**src/rtl/mem_pkg.sv**
```systemverilog
// mem_pkg: shared encodings for the MEM pipeline stage (memory op codes,
// FSM states, byte-enable patterns) and small memop decode helpers.
package mem_pkg;

  localparam logic [3:0] MEMOP_NONE = 4'd0;
  localparam logic [3:0] MEMOP_LB   = 4'd1;
  localparam logic [3:0] MEMOP_LBU  = 4'd2;
  localparam logic [3:0] MEMOP_LH   = 4'd3;
  localparam logic [3:0] MEMOP_LHU  = 4'd4;
  localparam logic [3:0] MEMOP_LW   = 4'd5;
  localparam logic [3:0] MEMOP_SB   = 4'd6;
  localparam logic [3:0] MEMOP_SH   = 4'd7;
  localparam logic [3:0] MEMOP_SW   = 4'd8;

  typedef enum logic {
    ST_IDLE,
    ST_WAIT
  } state_t;

  typedef enum logic [1:0] {
    SZ_NONE,
    SZ_BYTE,
    SZ_HALF,
    SZ_WORD
  } size_t;

  localparam logic [3:0] BE_NONE    = 4'b0000;
  localparam logic [3:0] BE_BYTE0   = 4'b0001;
  localparam logic [3:0] BE_HALF_LO = 4'b0011;
  localparam logic [3:0] BE_HALF_HI = 4'b1100;
  localparam logic [3:0] BE_WORD    = 4'b1111;

  // Access width of a memop; codes 9-15 behave as NONE.
  function automatic size_t memop_size(input logic [3:0] op);
    case (op)
      MEMOP_LB, MEMOP_LBU, MEMOP_SB: memop_size = SZ_BYTE;
      MEMOP_LH, MEMOP_LHU, MEMOP_SH: memop_size = SZ_HALF;
      MEMOP_LW, MEMOP_SW:            memop_size = SZ_WORD;
      default:                       memop_size = SZ_NONE;
    endcase
  endfunction

  function automatic logic memop_is_load(input logic [3:0] op);
    memop_is_load = (op >= MEMOP_LB) && (op <= MEMOP_LW);
  endfunction

  function automatic logic memop_is_store(input logic [3:0] op);
    memop_is_store = (op >= MEMOP_SB) && (op <= MEMOP_SW);
  endfunction

endpackage

```
**src/rtl/mem_stage_if.sv**
```systemverilog
// mem_stage_if: req/ack data-memory port between the MEM stage (master)
// and the data memory (slave).
interface mem_stage_if;
  logic        dmem_req;
  logic        dmem_we;
  logic [3:0]  dmem_be;
  logic [31:0] dmem_addr;
  logic [31:0] dmem_wdata;
  logic        dmem_ack;
  logic [31:0] dmem_rdata;

  modport master (
    output dmem_req, dmem_we, dmem_be, dmem_addr, dmem_wdata,
    input  dmem_ack, dmem_rdata
  );

  modport slave (
    input  dmem_req, dmem_we, dmem_be, dmem_addr, dmem_wdata,
    output dmem_ack, dmem_rdata
  );
endinterface

```
**src/rtl/mem_stage_load_align.sv**
```systemverilog
// load_align: picks the addressed byte/halfword out of a read word and
// sign- or zero-extends it according to the memop. Purely combinational,
// shared with the MEM-forward path.
module load_align
  import mem_pkg::*;
(
  input  logic [3:0]  memop,
  input  logic [1:0]  addr,
  input  logic [31:0] rdata,
  output logic [31:0] load_value
);

  logic [7:0]  byte_sel;
  logic [15:0] half_sel;
  logic        sext;

  // Lane selection and extension.
  always_comb begin
    case (addr)
      2'd0:    byte_sel = rdata[7:0];
      2'd1:    byte_sel = rdata[15:8];
      2'd2:    byte_sel = rdata[23:16];
      default: byte_sel = rdata[31:24];
    endcase
    half_sel = addr[1] ? rdata[31:16] : rdata[15:0];
    sext     = (memop == MEMOP_LB) || (memop == MEMOP_LH);
    case (memop_size(memop))
      SZ_BYTE: load_value = sext ? {{24{byte_sel[7]}}, byte_sel} : {24'd0, byte_sel};
      SZ_HALF: load_value = sext ? {{16{half_sel[15]}}, half_sel} : {16'd0, half_sel};
      default: load_value = rdata;
    endcase
  end

endmodule

```
**src/rtl/mem_stage.sv**
```systemverilog
// mem_stage: MEM stage of the 5-stage MIPS pipeline. Drives the req/ack
// data-memory port, aligns stores and extends loads, stalls upstream while
// an access is outstanding and registers the MEM/WB outputs.
// Optional build macro MEM_TIMEOUT_EN: abort a WAIT after TIMEOUT_CYC cycles
// without ack and pulse bus_err.
module mem_stage
  import mem_pkg::*;
#(
  parameter int unsigned TIMEOUT_CYC = 64
) (
  input  logic        clk,
  input  logic        rst,
  input  logic        ex_valid,
  input  logic [3:0]  ex_memop,
  input  logic [31:0] ex_aluout,
  input  logic [31:0] ex_storedata,
  input  logic [4:0]  ex_rd,
  input  logic        ex_regwrite,
  mem_stage_if.master dmem,
  output logic        mem_stall,
  output logic        wb_valid,
  output logic        wb_regwrite,
  output logic [4:0]  wb_rd,
  output logic [31:0] wb_value,
  output logic        addr_err,
  output logic        bus_err
);

  state_t      state_q, state_d;
  size_t       size;
  logic        is_load, is_store, is_mem, misaligned;
  logic [3:0]  lane_be;
  logic [31:0] lane_wdata;
  logic [31:0] load_value;
  logic        req, abort;

  logic        wb_valid_q, wb_valid_d;
  logic        wb_regwrite_q, wb_regwrite_d;
  logic [4:0]  wb_rd_q, wb_rd_d;
  logic [31:0] wb_value_q, wb_value_d;
  logic        addr_err_q, addr_err_d;
  logic        bus_err_q, bus_err_d;

  // Decode, alignment check and store lane replication.
  always_comb begin
    size     = memop_size(ex_memop);
    is_load  = memop_is_load(ex_memop);
    is_store = memop_is_store(ex_memop);
    is_mem   = is_load | is_store;
    case (size)
      SZ_BYTE: begin
        misaligned = 1'b0;
        lane_be    = BE_BYTE0 << ex_aluout[1:0];
        lane_wdata = {4{ex_storedata[7:0]}};
      end
      SZ_HALF: begin
        misaligned = ex_aluout[0];
        lane_be    = ex_aluout[1] ? BE_HALF_HI : BE_HALF_LO;
        lane_wdata = {2{ex_storedata[15:0]}};
      end
      SZ_WORD: begin
        misaligned = |ex_aluout[1:0];
        lane_be    = BE_WORD;
        lane_wdata = ex_storedata;
      end
      default: begin
        misaligned = 1'b0;
        lane_be    = BE_NONE;
        lane_wdata = ex_storedata;
      end
    endcase
  end

  load_align u_load_align (
    .memop      (ex_memop),
    .addr       (ex_aluout[1:0]),
    .rdata      (dmem.dmem_rdata),
    .load_value (load_value)
  );

`ifdef MEM_TIMEOUT_EN
  localparam int unsigned CNT_W = ($clog2(TIMEOUT_CYC) > 8) ? $clog2(TIMEOUT_CYC) : 8;
  localparam logic [CNT_W-1:0] TMO_LAST = CNT_W'(TIMEOUT_CYC - 1);

  logic [CNT_W-1:0] tmo_cnt_q, tmo_cnt_d;

  // Cycles spent in WAIT; held at zero in IDLE so it starts fresh on entry.
  always_comb begin
    tmo_cnt_d = (state_q == ST_WAIT) ? tmo_cnt_q + CNT_W'(1) : '0;
  end

  // Timeout counter register.
  always_ff @(posedge clk) begin
    if (rst) tmo_cnt_q <= '0;
    else     tmo_cnt_q <= tmo_cnt_d;
  end
`endif

  // FSM next state, request and stall generation.
  always_comb begin
    state_d = state_q;
    req     = 1'b0;
    abort   = 1'b0;
    case (state_q)
      ST_IDLE: begin
        req = ex_valid & is_mem & ~misaligned;
        if (req && !dmem.dmem_ack) state_d = ST_WAIT;
      end
      ST_WAIT: begin
        req = 1'b1;
        if (dmem.dmem_ack) begin
          state_d = ST_IDLE;
        end
`ifdef MEM_TIMEOUT_EN
        else if (tmo_cnt_q == TMO_LAST) begin
          abort   = 1'b1;
          state_d = ST_IDLE;
        end
`endif
      end
      default: state_d = ST_IDLE;
    endcase
    mem_stall        = req & ~dmem.dmem_ack & ~abort;
    dmem.dmem_req    = req;
    dmem.dmem_we     = req & is_store;
    dmem.dmem_be     = req ? lane_be : BE_NONE;
    dmem.dmem_addr   = {ex_aluout[31:2], 2'b00};
    dmem.dmem_wdata  = lane_wdata;
  end

  // MEM/WB next values; a stall inserts a bubble and holds payload.
  always_comb begin
    wb_valid_d    = ex_valid;
    wb_regwrite_d = ex_regwrite & ~misaligned & ~is_store & ~abort;
    wb_rd_d       = ex_rd;
    wb_value_d    = is_load ? load_value : ex_aluout;
    addr_err_d    = ex_valid & misaligned;
    bus_err_d     = abort;
    if (mem_stall) begin
      wb_valid_d    = 1'b0;
      wb_regwrite_d = 1'b0;
      wb_rd_d       = wb_rd_q;
      wb_value_d    = wb_value_q;
      addr_err_d    = 1'b0;
    end
  end

  // State and MEM/WB registers.
  always_ff @(posedge clk) begin
    if (rst) begin
      state_q       <= ST_IDLE;
      wb_valid_q    <= 1'b0;
      wb_regwrite_q <= 1'b0;
      wb_rd_q       <= '0;
      wb_value_q    <= '0;
      addr_err_q    <= 1'b0;
      bus_err_q     <= 1'b0;
    end else begin
      state_q       <= state_d;
      wb_valid_q    <= wb_valid_d;
      wb_regwrite_q <= wb_regwrite_d;
      wb_rd_q       <= wb_rd_d;
      wb_value_q    <= wb_value_d;
      addr_err_q    <= addr_err_d;
      bus_err_q     <= bus_err_d;
    end
  end

  assign wb_valid    = wb_valid_q;
  assign wb_regwrite = wb_regwrite_q;
  assign wb_rd       = wb_rd_q;
  assign wb_value    = wb_value_q;
  assign addr_err    = addr_err_q;
  assign bus_err     = bus_err_q;

endmodule

```
**src/flat_wrapper.sv**
```systemverilog
// flat-port wrapper written by rule: the top's interface ports become plain ports
module mem_stage_flat import mem_pkg::*;
#(
  parameter int unsigned TIMEOUT_CYC = 64
)
  (clk, rst, ex_valid, ex_memop, ex_aluout, ex_storedata, ex_rd, ex_regwrite, mem_stall, wb_valid, wb_regwrite, wb_rd, wb_value, addr_err, bus_err, dmem_dmem_req, dmem_dmem_we, dmem_dmem_be, dmem_dmem_addr, dmem_dmem_wdata, dmem_dmem_ack, dmem_dmem_rdata);
  mem_stage_if dmem_i ();
  input  logic clk;
  input  logic rst;
  input  logic ex_valid;
  input  logic [3:0] ex_memop;
  input  logic [31:0] ex_aluout;
  input  logic [31:0] ex_storedata;
  input  logic [4:0] ex_rd;
  input  logic ex_regwrite;
  output logic mem_stall;
  output logic wb_valid;
  output logic wb_regwrite;
  output logic [4:0] wb_rd;
  output logic [31:0] wb_value;
  output logic addr_err;
  output logic bus_err;
  output wire logic [$bits(dmem_i.dmem_req)-1:0] dmem_dmem_req;
  output wire logic [$bits(dmem_i.dmem_we)-1:0] dmem_dmem_we;
  output wire logic [$bits(dmem_i.dmem_be)-1:0] dmem_dmem_be;
  output wire logic [$bits(dmem_i.dmem_addr)-1:0] dmem_dmem_addr;
  output wire logic [$bits(dmem_i.dmem_wdata)-1:0] dmem_dmem_wdata;
  input wire logic [$bits(dmem_i.dmem_ack)-1:0] dmem_dmem_ack;
  input wire logic [$bits(dmem_i.dmem_rdata)-1:0] dmem_dmem_rdata;
  assign dmem_dmem_req = dmem_i.dmem_req;
  assign dmem_dmem_we = dmem_i.dmem_we;
  assign dmem_dmem_be = dmem_i.dmem_be;
  assign dmem_dmem_addr = dmem_i.dmem_addr;
  assign dmem_dmem_wdata = dmem_i.dmem_wdata;
  assign dmem_i.dmem_ack = dmem_dmem_ack;
  assign dmem_i.dmem_rdata = dmem_dmem_rdata;
  mem_stage #(.TIMEOUT_CYC(TIMEOUT_CYC)) u_core (.clk(clk), .rst(rst), .ex_valid(ex_valid), .ex_memop(ex_memop), .ex_aluout(ex_aluout), .ex_storedata(ex_storedata), .ex_rd(ex_rd), .ex_regwrite(ex_regwrite), .dmem(dmem_i), .mem_stall(mem_stall), .wb_valid(wb_valid), .wb_regwrite(wb_regwrite), .wb_rd(wb_rd), .wb_value(wb_value), .addr_err(addr_err), .bus_err(bus_err));
endmodule
```
**config.mk**
```make
export PLATFORM = sky130hd
export DESIGN_NAME = mem_stage_flat
export DESIGN_NICKNAME = d
export VERILOG_FILES = /design/src/rtl/mem_pkg.sv /design/src/rtl/mem_stage_if.sv /design/src/rtl/mem_stage_load_align.sv /design/src/rtl/mem_stage.sv /design/src/flat_wrapper.sv
export SDC_FILE = /design/constraint.sdc
export NUM_CORES = 1
export LEC_CHECK = 0
export ABC_AREA = 1
export BUFFER_PORTS_ARGS = -buffer_cell sky130_fd_sc_hd__buf_2
export CAP_MARGIN = 25
export CORE_ASPECT_RATIO = 1.75
export CORE_UTILIZATION = 47
export CTS_BUF_LIST = sky130_fd_sc_hd__clkbuf_16
export CTS_CLUSTER_DIAMETER = 200
export DETAILED_ROUTE_END_ITERATION = 8
export PLACE_DENSITY_LB_ADDON = 0.3
export SYNTH_ARGS = -nofsm -noshare
export SYNTH_HDL_FRONTEND = slang
export SYNTH_SLANG_ARGS = --single-unit
export TNS_END_PERCENT = 20
```
**constraint.sdc**
```tcl
create_clock -name clk -period 5.8 [get_ports clk]
set_input_delay 0 -clock clk [delete_from_list [all_inputs] [get_ports clk]]
set_output_delay 0 -clock clk [all_outputs]
set_load 0.05 [all_outputs]
```
Word level (Yosys, flattened, before mapping) --
Memory sizes are Yosys's and may differ from the RTL's. Cells that the tools add are included.
Word-level totals: flip-flop bits (word level) 41, bits in latches 0, RAM bits 0, ROM bits 64, output and inout bits 112, logic and storage cells 57, memories kept 2
Operators by class: add/subtract/negate cells 0, multiply operators 0, div/mod/pow operators 0, order comparisons 4, eq/ne operators 9, shift operators 1, mux-type cells 15, bitwise operators 12, reduce and logical (&&, ||, !) cells 8
Memories:
- (name not given) | depth 16, width 2, rd ports 1, clocked after memory_dff 0, write ports 0, RTL line mem_pkg.sv:35 | case (op)
- (name not given) | depth 16, width 2, rd ports 1, clocked after memory_dff 0, write ports 0, RTL line mem_pkg.sv:35
Operator list (count):
- $pmux 32 s2 | 2
- $mux 32 | 3
- $pmux 8 s3 | 1
- $mux 16 | 1
- $pmux 4 s3 | 1
- $eq 2x2->1 const B | 4
- $mux 4 | 2
- $and 1x1->1 | 7
- $eq 2x1->1 const B | 3
- $pmux 1 s2 | 3
- $eq 4x1->1 const B | 1
- $eq 4x2->1 const B | 1
- $ge 4x1->1 const B | 1
- $ge 4x3->1 const B | 1
- $le 4x3->1 const B | 1
- $le 4x4->1 const B | 1
- $not 1->1 | 4
- $reduce_or 2->1 | 2
- $shl 1x2->4 const A | 1
- $logic_and 1x1->1 | 3
- $logic_not 2->1 | 1
- $mux 1 | 2
- $logic_not 1->1 | 1
- $logic_or 1x1->1 | 1
- $or 1x1->1 | 1

Depth between registers and ports, before layout --
Gate-level depths: netlist of the first run.
depth in word-level cells 8, mapped depth 18, gate-level depth less buffers 17

By module --
From an unflattened synthesis of the first run, not the netlist that was laid out.
Unflattened totals: cell total of the unflattened synthesis 638, area total of the unflattened synthesis 3783.6 µm²
Modules (own cells, without submodules):
- mem_stage | instances 1, cells an instance 460, area an instance 2930.3 µm²
- load_align | instances 1, cells an instance 178, area an instance 853.3 µm²

Least setup slack after synthesis of the first run --
No wires, ideal clock.
path kind input to output, start in ex_memop[0], end out dmem_dmem_wdata[16], arrival 2762 ps, data required time 5800 ps, slack 3038 ps, stages on the path 9, cells stage by stage inv_1 ha_1 o21ai_0 inv_1 ha_1 buf_2 clkbuf_1 o21ai_0 o21ai_0
Between the ends: word-level cells in the longest chain between the ends 3
Ends and longest elaborated chain:
- start, declared | RTL line flat_wrapper.sv:11 | input logic [3:0] ex_memop;
- $mem_v2 16x2 (*)
- $eq 2x2->1 / $eq 2x1->1 (equally long branches) | RTL line mem_stage.sv:50 | case (size)
- $pmux 32 s2 (*) | RTL line mem_stage.sv:50
- end, declared | RTL line flat_wrapper.sv:27 | output wire logic [$bits(dmem_i.dmem_wdata)-1:0] dmem_dmem_wdata;
Mark *: on every way between the ends. The rest lies on a longest branch, timed or not.

Final worst setup path of the first run --
start in ex_memop[1], end out dmem_dmem_wdata[21]
The elaborated chain is that of the path after synthesis.

==> impl_summary.md, run 1 <==
Run status
The flow ran to the end, and the final reports show no timing, DRC or antenna violations.

Floorplan
In this run the vertical extent of the chip is 116 µm. Pin placement for this block handled 222 I/O pins. The x dimension of the die is 66.9 µm. The standard cell core area is 7180 µm².

The die area is 7720 µm². The number of standard-cell rows in the floorplan is 41. The initial utilization of the core area, before any placement, comes to 48.2%.

Place
Once placement completed, the tool counted placed cells totaling between 800 and 900. Routability-driven placement finished with a final weighted congestion of 0.909. Buffers placed on the I/O ports in this run total 218.

The half-perimeter wire length after detailed placement is around 8900 µm. In this run the cell area measured after placement is 4200 µm².

CTS
The level count of the clock H-tree is 2. The longest clock path from root to sink contains 2 buffers. The later-pin clock latency in the skew report is around 0.28 ns. After clock tree synthesis, the clock-pin slew on the worst setup and hold paths is 0.06 ns. The root buffer cell chosen for the clock tree is clkbuf_16.

The count of clock tree sinks is 41. The number of buffers created by CTS is 5. The number of setup buffers added after CTS is 0.

TritonCTS built the clock tree.

Layout
The filler cell count is between 700 and 800. At the end of the flow, the number of nets in the layout was 878. The layout-stage area growth over the synthesis result is 27.4%.

After routing the design area is 4410 µm². Once layout is complete, the cells apart from fillers number 846. In the final layout, the share of cells above drive strength 1 is a little under a third. For this run, the share of the core covered by cells in the final layout is 61.4%.

The diode insertion count for antenna repair is 0.

Logic synthesis
The synthesized area is 3460 µm². The Yosys warning count is 0. In this run the biggest area consumer among cell types represents 24.0% of the synthesized area.

For this run, asynchronously set or reset flops after synthesis account for 0%. The cell count after synthesis is 594. The commonest register cell after synthesis is dfxtp_1. The sequential element share of the synthesized area is roughly a quarter. The register bit total from synthesis is 41. The count of different cell masters after synthesis is 30. By count the netlist is led by 221 x nand2_1, 54 x nor2_1, 48 x inv_1. By instance count, the leading cell after synthesis is nand2_1. The top cell type by total area after synthesis is nand2_1. The synthesized design contains 0 enable-type register cells. Ranked by total cell area, the synthesized netlist is headed by nand2_1 24%, dfxtp_1 24%, buf_4 9.3%. Each instance of the synthesized netlist takes up on average between 5 and 6 µm².

Min path
The min-delay analysis places its worst path in the category primary input to register.

Timing
The final worst hold slack is 0.0171 ns. The final critical path takes up roughly 55% of the cycle. The worst relative slew slack is about a third. The actual transition at the worst max-transition pin is 1.01 ns. The accumulated negative setup slack is 0 ns. The hold violation total from the final report is 0. The worst path in the final design needs a cycle of ~3.2 ns, including I/O delays and setup. Setup repair after global routing left no endpoint under its margin. Timing would allow up to ~320 MHz. The max-slew violation count was 0. The setup clock skew after layout is between 0.001 and 0.0015 ns.

Setup violations remaining at the end of the flow were counted as 0.

Power
In this run the power density over the cells is 274 nW/µm². Summed over all cells, the static leakage comes to roughly 2.7 nW. The worst vdd rail ir drop is 0.231 mV.

Flow run
The max-capacitance violation count is 0.

Critical path
At the worst endpoint, the arrival time is 3.17 ns. The endpoint kind of the worst setup timing path is an output port. At the worst endpoint, the required time is 5.80 ns. The worst-path maximum fanout is 36. The setup check on the worst reg-to-reg path leaves a slack of 4.16 ns. STA classifies the critical path startpoint as a primary input. The worst setup path is of the primary input to output port kind.

Global routing
The first global-routing pass estimated around 18000 µm of wire. The all-layer global routing usage is 29.9%. Global routing finished with a remaining overflow of 0. The via count of the first global-routing pass is 3817.

The number of antenna violations at the first check in global routing was 0. The maximum number of pins on one net before global-route repair is 45.

Drt
The remaining design rule violation count is 0. The final route contains around 4300 vias. Dividing the detail-routed wire length by the instance count gives 13.8 µm. The first routing iteration left 205 violations. The ratio of routed vias to standard cells is ~5.1. Wires add up to roughly 12000 µm.

The first detailed-routing pass ran for 4 iterations. The number of nets still failing antenna checks after routing is 0.
## per-layer routing
layer	up-vias	global-route usage (%)	routed length (µm)
met1	1918	30.4	4080
met4	0	18.7	657
met2	194	54.5	6150
met3	33	5.12	817
li1	2163	-	-
met5	-	0	0
## critical path: stages
cell	delay, ns
buf_2	0.12
inv_1	0.11
ha_1	0.25
o21ai_0	0.34
inv_1	0.12
ha_1	0.96
o21ai_0	0.56
o21ai_0	0.39
buf_2	0.32
## report_power, final
| group | leakage, nW | internal [W] | total [W] | switching (W) |
|---|---|---|---|---|
| Combinational | 2.25 | 0.000148 | 0.000617 | 0.000470 |
| Sequential | 0.340 | 0.000310 | 0.000323 | 0.0000135 |
| Clock | 0.0633 | 0.000155 | 0.000266 | 0.000110 |
| Total | 2.66 | 0.000613 | 0.00121 | 0.000593 |
## per-stage QoR
stage	setup WS, ns	power [W]
finish	2.63	0.00121
detailed placement	2.60	0.000940
global route	2.31	0.00128
CTS	2.59	0.00121
global placement	2.77	0.000934
floorplan	3.04	0.000807
## flip-flops by register name, indices dropped and copies added, names as in the netlist
name / flops
u_core.wb_regwrite: 1
u_core.wb_valid: 1
u_core.state_q: 1
u_core.wb_value: 32
u_core.wb_rd: 5
u_core.addr_err: 1
## path summary, 6_finish.rpt
kind / depth (start not counted) / endpoint / startpoint
max: 9 / dmem_dmem_wdata[21] / ex_memop[1]
min: 5 / u_core.wb_value[8] / ex_aluout[8]
max reg2reg: 6 / u_core.wb_value[5] / u_core.state_q
min reg2reg: 2 / u_core.wb_rd[0] / u_core.wb_rd[0]
## repair_timing
item | 4_1_cts | 5_1_grt
hold endpoints to repair | 7 | 0
resized for setup | 0 | 0
hold buffers | 7 | 0
## cell usage in the layout, fill, tap and decap left out, types with 4 or more instances in the layout
cell type / count
o21ai_0: 29
ha_1: 8
a31oi_1: 4
clkbuf_16: 5
nor2_1: 54
nand3b_1: 5
a21oi_1: 43
dfxtp_1: 41
nand2_2: 4
nand3_1: 30
inv_1: 48
a22oi_1: 4
or2_2: 4
buf_2: 218
nand2_1: 221
dlygate4sd3_1: 7
o22ai_1: 8
## cell families after synthesis
logic type	count (synthesis)	synth area share, %
AND/OR/NAND/NOR	328	39.0
buffers and inverters	122	19.4
AO/OA/AOI/OAI	94	14.9
flip-flops	41	23.7
adder cells (fa/ha/maj)	8	2.89
other	1	0.108
## final cells by class
cell class,count,area (µm²),area share [%]
Inverter,53,199,4.51
Tap cell,86,108,2.44
Multi-Input combinational cell,433,1980,44.8
Timing Repair Buffer,226,1170,26.5
Clock inverter,2,11.3,0.255
Clock buffer,5,125,2.84
Sequential cell,41,821,18.6
(Power assumes the default switching activity.)
==> inputs of run 2 (changes only) <==
--- a/config.mk
+++ b/config.mk
@@ -9,7 +9,7 @@
 export BUFFER_PORTS_ARGS = -buffer_cell sky130_fd_sc_hd__buf_2
 export CAP_MARGIN = 25
 export CORE_ASPECT_RATIO = 1.75
-export CORE_UTILIZATION = 47
+export CORE_UTILIZATION = 43
 export CTS_BUF_LIST = sky130_fd_sc_hd__clkbuf_16
 export CTS_CLUSTER_DIAMETER = 200
 export DETAILED_ROUTE_END_ITERATION = 8
==> constraint.sdc (replaced) <==
create_clock -name clk -period 3.21 [get_ports clk]
set_input_delay 0 -clock clk [delete_from_list [all_inputs] [get_ports clk]]
set_output_delay 0 -clock clk [all_outputs]
set_load 0.05 [all_outputs]
==> run 2 against run 1 <==
Clock power increased by 76%. Count of clock-buffer cells in the layout unchanged. Design area increased by 0.97%. Global-route usage decreased by 4.0 points. Critical path type is now primary input to register. Critical endpoint is now u_core.wb_value[15].
==> impl_summary.md, run 2 (synthesis gave the netlist of run 1 again) <==
Timing
The worst path uses 79.2% of the clock period. The total of endpoints with negative setup slack in the final report came to 0 (unchanged). The setup clock skew after layout is 0.00200 ns (+0.000860 ns). The hold violation total from the final report is 0 (unchanged).

The max-slew violation count came to 0 (unchanged). The accumulated negative setup slack is 0 ns (unchanged). The actual transition at the worst max-transition pin is 0.720 ns (-0.291 ns). The worst relative slew slack is 51.5% (+19 points). The setup slack of the critical path after layout came to 0.668 ns (-1.96 ns). The fmax is 393 MHz. The minimum clock period after layout is 2.54 ns.

Setup repair after global routing left no endpoint under its margin.

CTS
The deepest clock path buffer count was 2 (unchanged). Clock tree synthesis selected as its root buffer the cell clkbuf_16. The number of setup buffers added after CTS is 0 (unchanged). The quantity of hold-fixing buffers added after cts is 7 (unchanged).

The number of buffers created by CTS came to 5 (unchanged). The post-cts resize count is 0 (unchanged). The clock-pin transition on the worst setup and hold timing paths came to 0.06 ns (about the same). The later-pin clock latency in the skew report is 0.28 ns (about the same). The level count of the clock H-tree is 2 (unchanged).

TritonCTS built the clock tree. The count of clock tree sinks is 41 (unchanged).

Layout
The diode insertion count for antenna repair was 0 (unchanged). The layout-stage area growth over the synthesis result is 28.6%. The flip-flop count of the largest register, all copies and words added is 32 (unchanged). The most common cell after layout, fill and taps aside is nand2_1. The filler cell count is 819 (+11%). Leaving out fill and tap cells, the most frequent cells in the layout are 221 x nand2_1, 218 x buf_2, 54 x nor2_1, 48 x inv_1, 43 x a21oi_1.

The final net count is 883 (+0.57%). The layout cell share with drive strength beyond 1 was 32.4% (+0.44 points).

Floorplan
The number of top-level pins was 222 (unchanged). The die area came to 8430 µm² (+9.1%). The initial core utilization is 44.1% (-4.1 points). The vertical die dimension was 121 µm (+4.5%). The standard cell core area is 7860 µm² (+9.4%).

The number of standard-cell rows in the floorplan is 43 (+4.9%). The x dimension of the die is 69.8 µm (+4.4%).

Power
The areal power density over the cells is 488 nW/µm² (+78%). The leakage power summed over all cells is 2.68 nW (+0.91%). The worst vdd rail ir drop is 0.264 mV (+14%).

Flow run
The max-capacitance violation count was 0 (unchanged).

Critical path
The worst setup path is captured at a register. The sort of element at the start of the critical path is a primary input. The required time at the worst-slack endpoint came to 3.43 ns (-2.37 ns). The largest incremental delay on the critical path was 0.55 ns (-0.41 ns).

The worst-path maximum fanout was 18 (-50%). The critical path arrival came to 2.76 ns (-0.41 ns). The cell with the largest stage delay on the worst path is ha_1.

The critical path class is primary input to register. Traced cell by cell, the critical path runs through buf_2 -> inv_1 -> ha_1 -> nand2_1 -> nand2_1 -> o21ai_0 -> inv_1 -> ha_1 -> inv_1 -> nor2_1 -> nand3_1 -> a21oi_1 -> nor2_1 -> nor2_1.

Drt
The ratio of routed vias to standard cells came to 5.02 (-1.4%). The aggregate routed wire length came to 11400 µm (-2.9%). The routed length on met2 was 5860 µm (-4.7%). The met3 wire length is 628 µm (-23%). The DRC violation total after the first TritonRoute iteration is 162 (-21%). The total via count after detailed routing is 4291 (-0.39%). The highest layer touched by signal routing is met4. The first-pass detailed-route iteration total is 5 (+1). The routed length on met1 is 4280 µm (+4.9%).

The number of nets still failing antenna checks after routing is 0 (unchanged). The detail-routed net length per standard cell is 13.3 µm (-3.9%). The remaining design rule violation count is 0 (unchanged).

Global routing
The number of antenna violations at the first check in global routing is 0 (unchanged). The via count of the first global-routing pass is 3938 (+3.2%). The all-layer global routing usage is 25.9% (-4.0 points).

The overall overflow remaining after global route is 0 (unchanged). The global-route wire length before repair was 17700 µm (+0.91%). The maximum number of pins on one net before global-route repair is 36 (-20%).

Place
The half-perimeter wire length after detailed placement is 8950 µm (+0.34%). The final weighted congestion of routability-driven global placement is 0.965 (+6.2%). The count of input and output buffers was 218 (unchanged).

The post-placement setup slack came to 0.426 ns (-2.17 ns).

Min path
The tightest min-delay check is of the primary input to register type.

Run status
The flow ran to the end, and the final reports show no timing, DRC or antenna violations.
run 2: changes by cell type in the layout (fill, tap and decap cells not counted), sizes merged:
cell	before	now
buf	219	224
run 2: cell type report:
type                            instances  area (µm²)  share of cell area, %
Tap cell                               90         113                   2.53
Clock buffer                            5         125                   2.81
Timing Repair Buffer                  231        1210                   27.1
Sequential cell                        41         821                   18.4
Multi-Input combinational cell        433        1980                   44.4
Clock inverter                          2        11.3                  0.253
Inverter                               53         199                   4.47
run 2: metal layers:
| metal | up-vias | track usage (%) |
|---|---|---|
| met5 | - | 0 |
| met4 | 0 | 17.3 |
| met3 | 37 | 3.17 |
| met2 | 202 | 46.3 |
| met1 | 1888 | 28.1 |
| li1 | 2164 | - |
run 2: worst paths after layout:
check / start / end / slack, ns / depth (start not counted)
worst min register to register: u_core.wb_rd[2] / u_core.wb_rd[2] / 0.45 / 2
worst min-delay path: ex_aluout[9] / u_core.wb_value[9] / 0.03 / 5
worst max register to register: u_core.state_q / u_core.wb_value[29] / 1.69 / 6
worst max-delay path: ex_memop[1] / u_core.wb_value[15] / 0.67 / 14
run 2: critical path, delay by kind of cell:
kind | cells | cell delay, ns
and+or+nand+nor | 6 | 0.83
adders and majority gates | 2 | 0.71
buffers and inverters | 4 | 0.69
AOI/OAI and AO/OA | 2 | 0.52
run 2: where the power goes:
group / internal, W / switching [W] / total (W) / leakage (nW)
sequential: 0.000560 / 0.0000260 / 0.000586 / 0.340
clock: 0.000280 / 0.000189 / 0.000469 / 0.0633
combinational: 0.000274 / 0.000844 / 0.00112 / 2.28
run 2: per-stage QoR:
stage	util (%)	instance area [µm²]	cells	power, W	hold slack, ns
after global placement	54.0	4240	841	0.00169	0.189
after floorplan	-	3470	596	0.00146	0.103
after detailed placement	54.0	4240	841	0.00170	0.198
after CTS	56.7	4450	855	0.00219	0.0241
after global routing	56.7	4450	855	0.00229	0.0569
final	56.7	4450	855	0.00217	0.0288
==> inputs of run 3 (changes only) <==
--- a/config.mk
+++ b/config.mk
@@ -5,11 +5,11 @@
 export SDC_FILE = /design/constraint.sdc
 export NUM_CORES = 1
 export LEC_CHECK = 0
-export ABC_AREA = 1
+export ABC_AREA = 0
 export BUFFER_PORTS_ARGS = -buffer_cell sky130_fd_sc_hd__buf_2
 export CAP_MARGIN = 25
 export CORE_ASPECT_RATIO = 1.75
-export CORE_UTILIZATION = 43
+export CORE_UTILIZATION = 38
 export CTS_BUF_LIST = sky130_fd_sc_hd__clkbuf_16
 export CTS_CLUSTER_DIAMETER = 200
 export DETAILED_ROUTE_END_ITERATION = 8
==> constraint.sdc (replaced) <==
create_clock -name clk -period 2.2 [get_ports clk]
set_input_delay 0 -clock clk [delete_from_list [all_inputs] [get_ports clk]]
set_output_delay 0 -clock clk [all_outputs]
set_load 0.05 [all_outputs]
==> run 3 against run 2 <==
Register-to-register slack got worse by 1.0 ns. Core utilization increased by 4.0 points. Sequential share of layout area shrank 2.0 points. Clock power grew 50%. Design area up 12%. Synthesized area decreased by 6.3%. Via count down 7.5%. Critical path depth rose by 1. Worst hold slack lost 0.019 ns. Cell count decreased by 16%.
==> impl_summary.md, run 3 <==
Layout
The layout cell share with drive strength beyond 1 came to 53.0% (+21 points). The most common cell after layout, fill and taps aside is buf_2. The flip-flop count of the largest register, all copies and words added is 32 (unchanged). The share of the core filled with cells is 60.6% (+4.0 points). The filler cell count is 764 (-6.7%). In the layout the commonest cells are 204 x buf_2, 59 x buf_4, 42 x nand2_1, 41 x dfxtp_1, 32 x a22o_1.

The area growth from synthesis to layout is 54.4%. The diode insertion count for antenna repair is 0 (unchanged). The final net count is 745 (-16%).

Floorplan
The x dimension of the die is 71.8 µm (+2.9%). The number of top-level pins was 222 (unchanged). The vertical die dimension is 124 µm (+2.9%). The number of standard-cell rows in the floorplan is 44 (+2.3%). The standard cell core area is 8260 µm² (+5.1%). The initial core utilization is 39.3% (-4.8 points). The die area was 8920 µm² (+5.9%).

Drt
The aggregate routed wire length is 12100 µm (+6.6%). The ratio of routed vias to standard cells is 5.52 (+9.9%). The detailed router used layers up to and including met4. The remaining design rule violation count came to 0 (unchanged).

The routed length on met2 is 6840 µm (+17%). The total via count after detailed routing is 3971 (-7.5%). The met3 wire length came to 671 µm (+6.8%). The routed length on met1 is 4280 µm (about the same). The DRC violation total after the first TritonRoute iteration is 187 (+15%). The number of nets still failing antenna checks after routing is 0 (unchanged).

The detail-routed net length per standard cell came to 16.8 µm (+27%). The first-pass detailed-route iteration total is 4 (-1).

Timing
The total of endpoints with negative setup slack in the final report came to 0 (unchanged). The final worst-path cycle share is approximately 98%. The final worst hold slack is 0.00969 ns (-0.0191 ns). The actual transition at the worst max-transition pin is 0.532 ns (-0.188 ns). The accumulated negative setup slack is 0 ns (unchanged). The worst relative slew slack is 64.6% (+13 points). The max-slew violation count was 0 (unchanged).

The minimum clock period after layout is 2.15 ns. Timing would allow up to approximately 470 MHz. The hold violation total from the final report is 0 (unchanged). The setup clock skew after layout came to 0.00492 ns (+0.00292 ns).

Critical path
The critical path class is primary input to register. The sort of element at the start of the critical path is a primary input. The cell type group with the largest total delay on the critical path is compound AO/OA/AOI/OAI gates. The largest individual stage delay along the critical path comes from the cell or3_4. The required time at the worst-slack endpoint is 2.37 ns (-1.06 ns). The largest incremental delay on the critical path is 0.40 ns (-0.15 ns). The count of buffer and inverter cells on the critical path is 6 (+2).

The endpoint kind of the worst setup timing path is a register. The worst-path maximum fanout came to 31 (+13). Walking the worst path, the cells encountered are buf_2 -> inv_1 -> ha_1 -> inv_1 -> or3_4 -> o21ai_4 -> buf_4 -> ha_4 -> a21o_1 -> o21ai_4 -> a41oi_4 -> buf_6 -> nor2_4 -> buf_12 -> a22o_1. The critical path arrival is 2.32 ns (-0.44 ns).

Logic synthesis
The count of different cell masters after synthesis is 57 (+90%). The register bit total from synthesis was 41 (unchanged). The fraction of registers with async set/reset is 0% (unchanged). In the post-synthesis netlist, the biggest area contributors are dfxtp_1 25%, buf_4 10%, a22o_1 8.6%. The synthesized area was 3240 µm² (-6.3%). The Yosys warning count was 0 (unchanged). The number of synthesized flops with an enable pin came to 0 (unchanged). The commonest register cell after synthesis is dfxtp_1. The biggest area contributor in the post-synthesis netlist is dfxtp_1. The commonest cells after synthesis are 44 x buf_4, 43 x nand2_1, 41 x dfxtp_1. The cell count after synthesis was 414 (-30%). The per-instance average area after synthesis is 7.83 µm² (+34%). The sequential element share of the synthesized area was 25.3% (+1.6 points). Among all cell types in the netlist, the one instantiated most often is buf_4. The portion of synthesized cell area occupied by the leading cell type is 25.3% (+1.3 points).

CTS
The tree is rooted in a clkbuf_16. The clock-pin transition on the worst setup and hold timing paths is 0.06 ns (about the same). The clock tree from TritonCTS is built.

The deepest clock path buffer count was 2 (unchanged). The number of buffers created by CTS came to 5 (unchanged). The count of clock tree sinks came to 41 (unchanged). The later-pin clock latency in the skew report was 0.28 ns (about the same). The level count of the clock H-tree came to 2 (unchanged).

Global routing
The overall overflow remaining after global route is 0 (unchanged). The via count of the first global-routing pass is 3857 (-2.1%). The number of antenna violations at the first check in global routing came to 1 (+1). The global-route wire length before repair was 18100 µm (+2.3%). The maximum number of pins on one net before global-route repair came to 32 (-11%). The all-layer global routing usage is 26.1% (+0.21 points).

Run status
The flow ran to the end, and the final reports show no timing, DRC or antenna violations.

Flow run
The max-capacitance violation count is 0 (unchanged).

Power
The worst vdd rail ir drop is 0.359 mV (+36%). The areal power density over the cells was 686 nW/µm² (+41%). The leakage power summed over all cells is 2.47 nW (-7.8%).

Place
The half-perimeter wire length after detailed placement is 9770 µm (+9.1%). The final weighted congestion of routability-driven global placement is 0.874 (-9.5%). The count of input and output buffers is 218 (unchanged).

Min path
In this run the worst hold path is classified as primary input to register.
==> run 3: layer usage <==
metal / global-route usage (%) / up-vias
li1: - / 1888
met1: 26.4 / 1865
met2: 52.2 / 194
met3: 3.72 / 24
met4: 10.3 / 0
met5: 0 / -
==> run 3: final timing paths <==
kind / cells past startpoint / from / endpoint / slack (ns)
worst min-delay path: 3 / ex_aluout[15] / u_core.wb_value[15] / 0.01
worst min register to register: 1 / u_core.wb_value[14] / u_core.wb_value[14] / 0.47
worst max register to register: 6 / u_core.state_q / u_core.wb_value[25] / 0.69
worst max-delay path: 15 / ex_memop[1] / u_core.wb_value[25] / 0.05
==> run 3: cell type report <==
cell class / instances / area, µm² / area share [%]
Tap cell: 92 / 115 / 2.30
Clock buffer: 5 / 125 / 2.50
Timing Repair Buffer: 277 / 1660 / 33.1
Inverter: 15 / 60.1 / 1.20
Sequential cell: 41 / 821 / 16.4
Clock inverter: 3 / 15.0 / 0.300
Multi-Input combinational cell: 287 / 2210 / 44.2
==> run 3: stage by stage <==
step,power (W),cell area [µm²],std cells,setup WS [ns]
after global placement,0.00267,4670,701,-0.0800
after CTS,0.00342,4920,715,-0.0122
after floorplan,0.00221,3530,416,-0.0788
final,0.00344,5010,720,0.0539
after global routing,0.00359,5010,720,-0.0169
after detailed placement,0.00269,4670,701,-0.177
==> run 3: report_power, final <==
part / internal [W] / total, W / switching [W]
Combinational: 0.000600 / 0.00188 / 0.00128
Sequential: 0.000815 / 0.000852 / 0.0000362
Clock: 0.000412 / 0.000704 / 0.000292
==> run 3: cell families (layout without fill, tap and decap cells) <==
kind of cell / after synthesis / in the layout / share of synthesized area, %
buffers and inverters: 88 / 300 / 16.6
XOR/XNOR: 1 / 1 / 0.270
AND/OR/NAND/NOR: 124 / 124 / 18.8
other: 1 / 3 / 0.116
multiplexers: 6 / 6 / 1.93
flip-flops: 41 / 41 / 25.3
AO/OA/AOI/OAI: 145 / 145 / 33.9
adder cells (fa/ha/maj): 8 / 8 / 3.09
==> run 3: timing repair <==
action / 4_1_cts / 5_1_grt
pin swaps: 1 / 5
endpoints found under the setup margin: 14 / 19
endpoints found under the hold margin: 6 / 0
hold buffers: 6 / 0
resized for setup: 18 / 10
buffers inserted: 0 / 5
==> run 3: worst register-to-register path, stage by stage, from the launching register on <==
cell     delay, ns
dfxtp_1       0.32
nor2b_1       0.16
a41oi_4       0.30
buf_6         0.16
nor2_4        0.04
buf_12        0.17
a22o_1        0.26
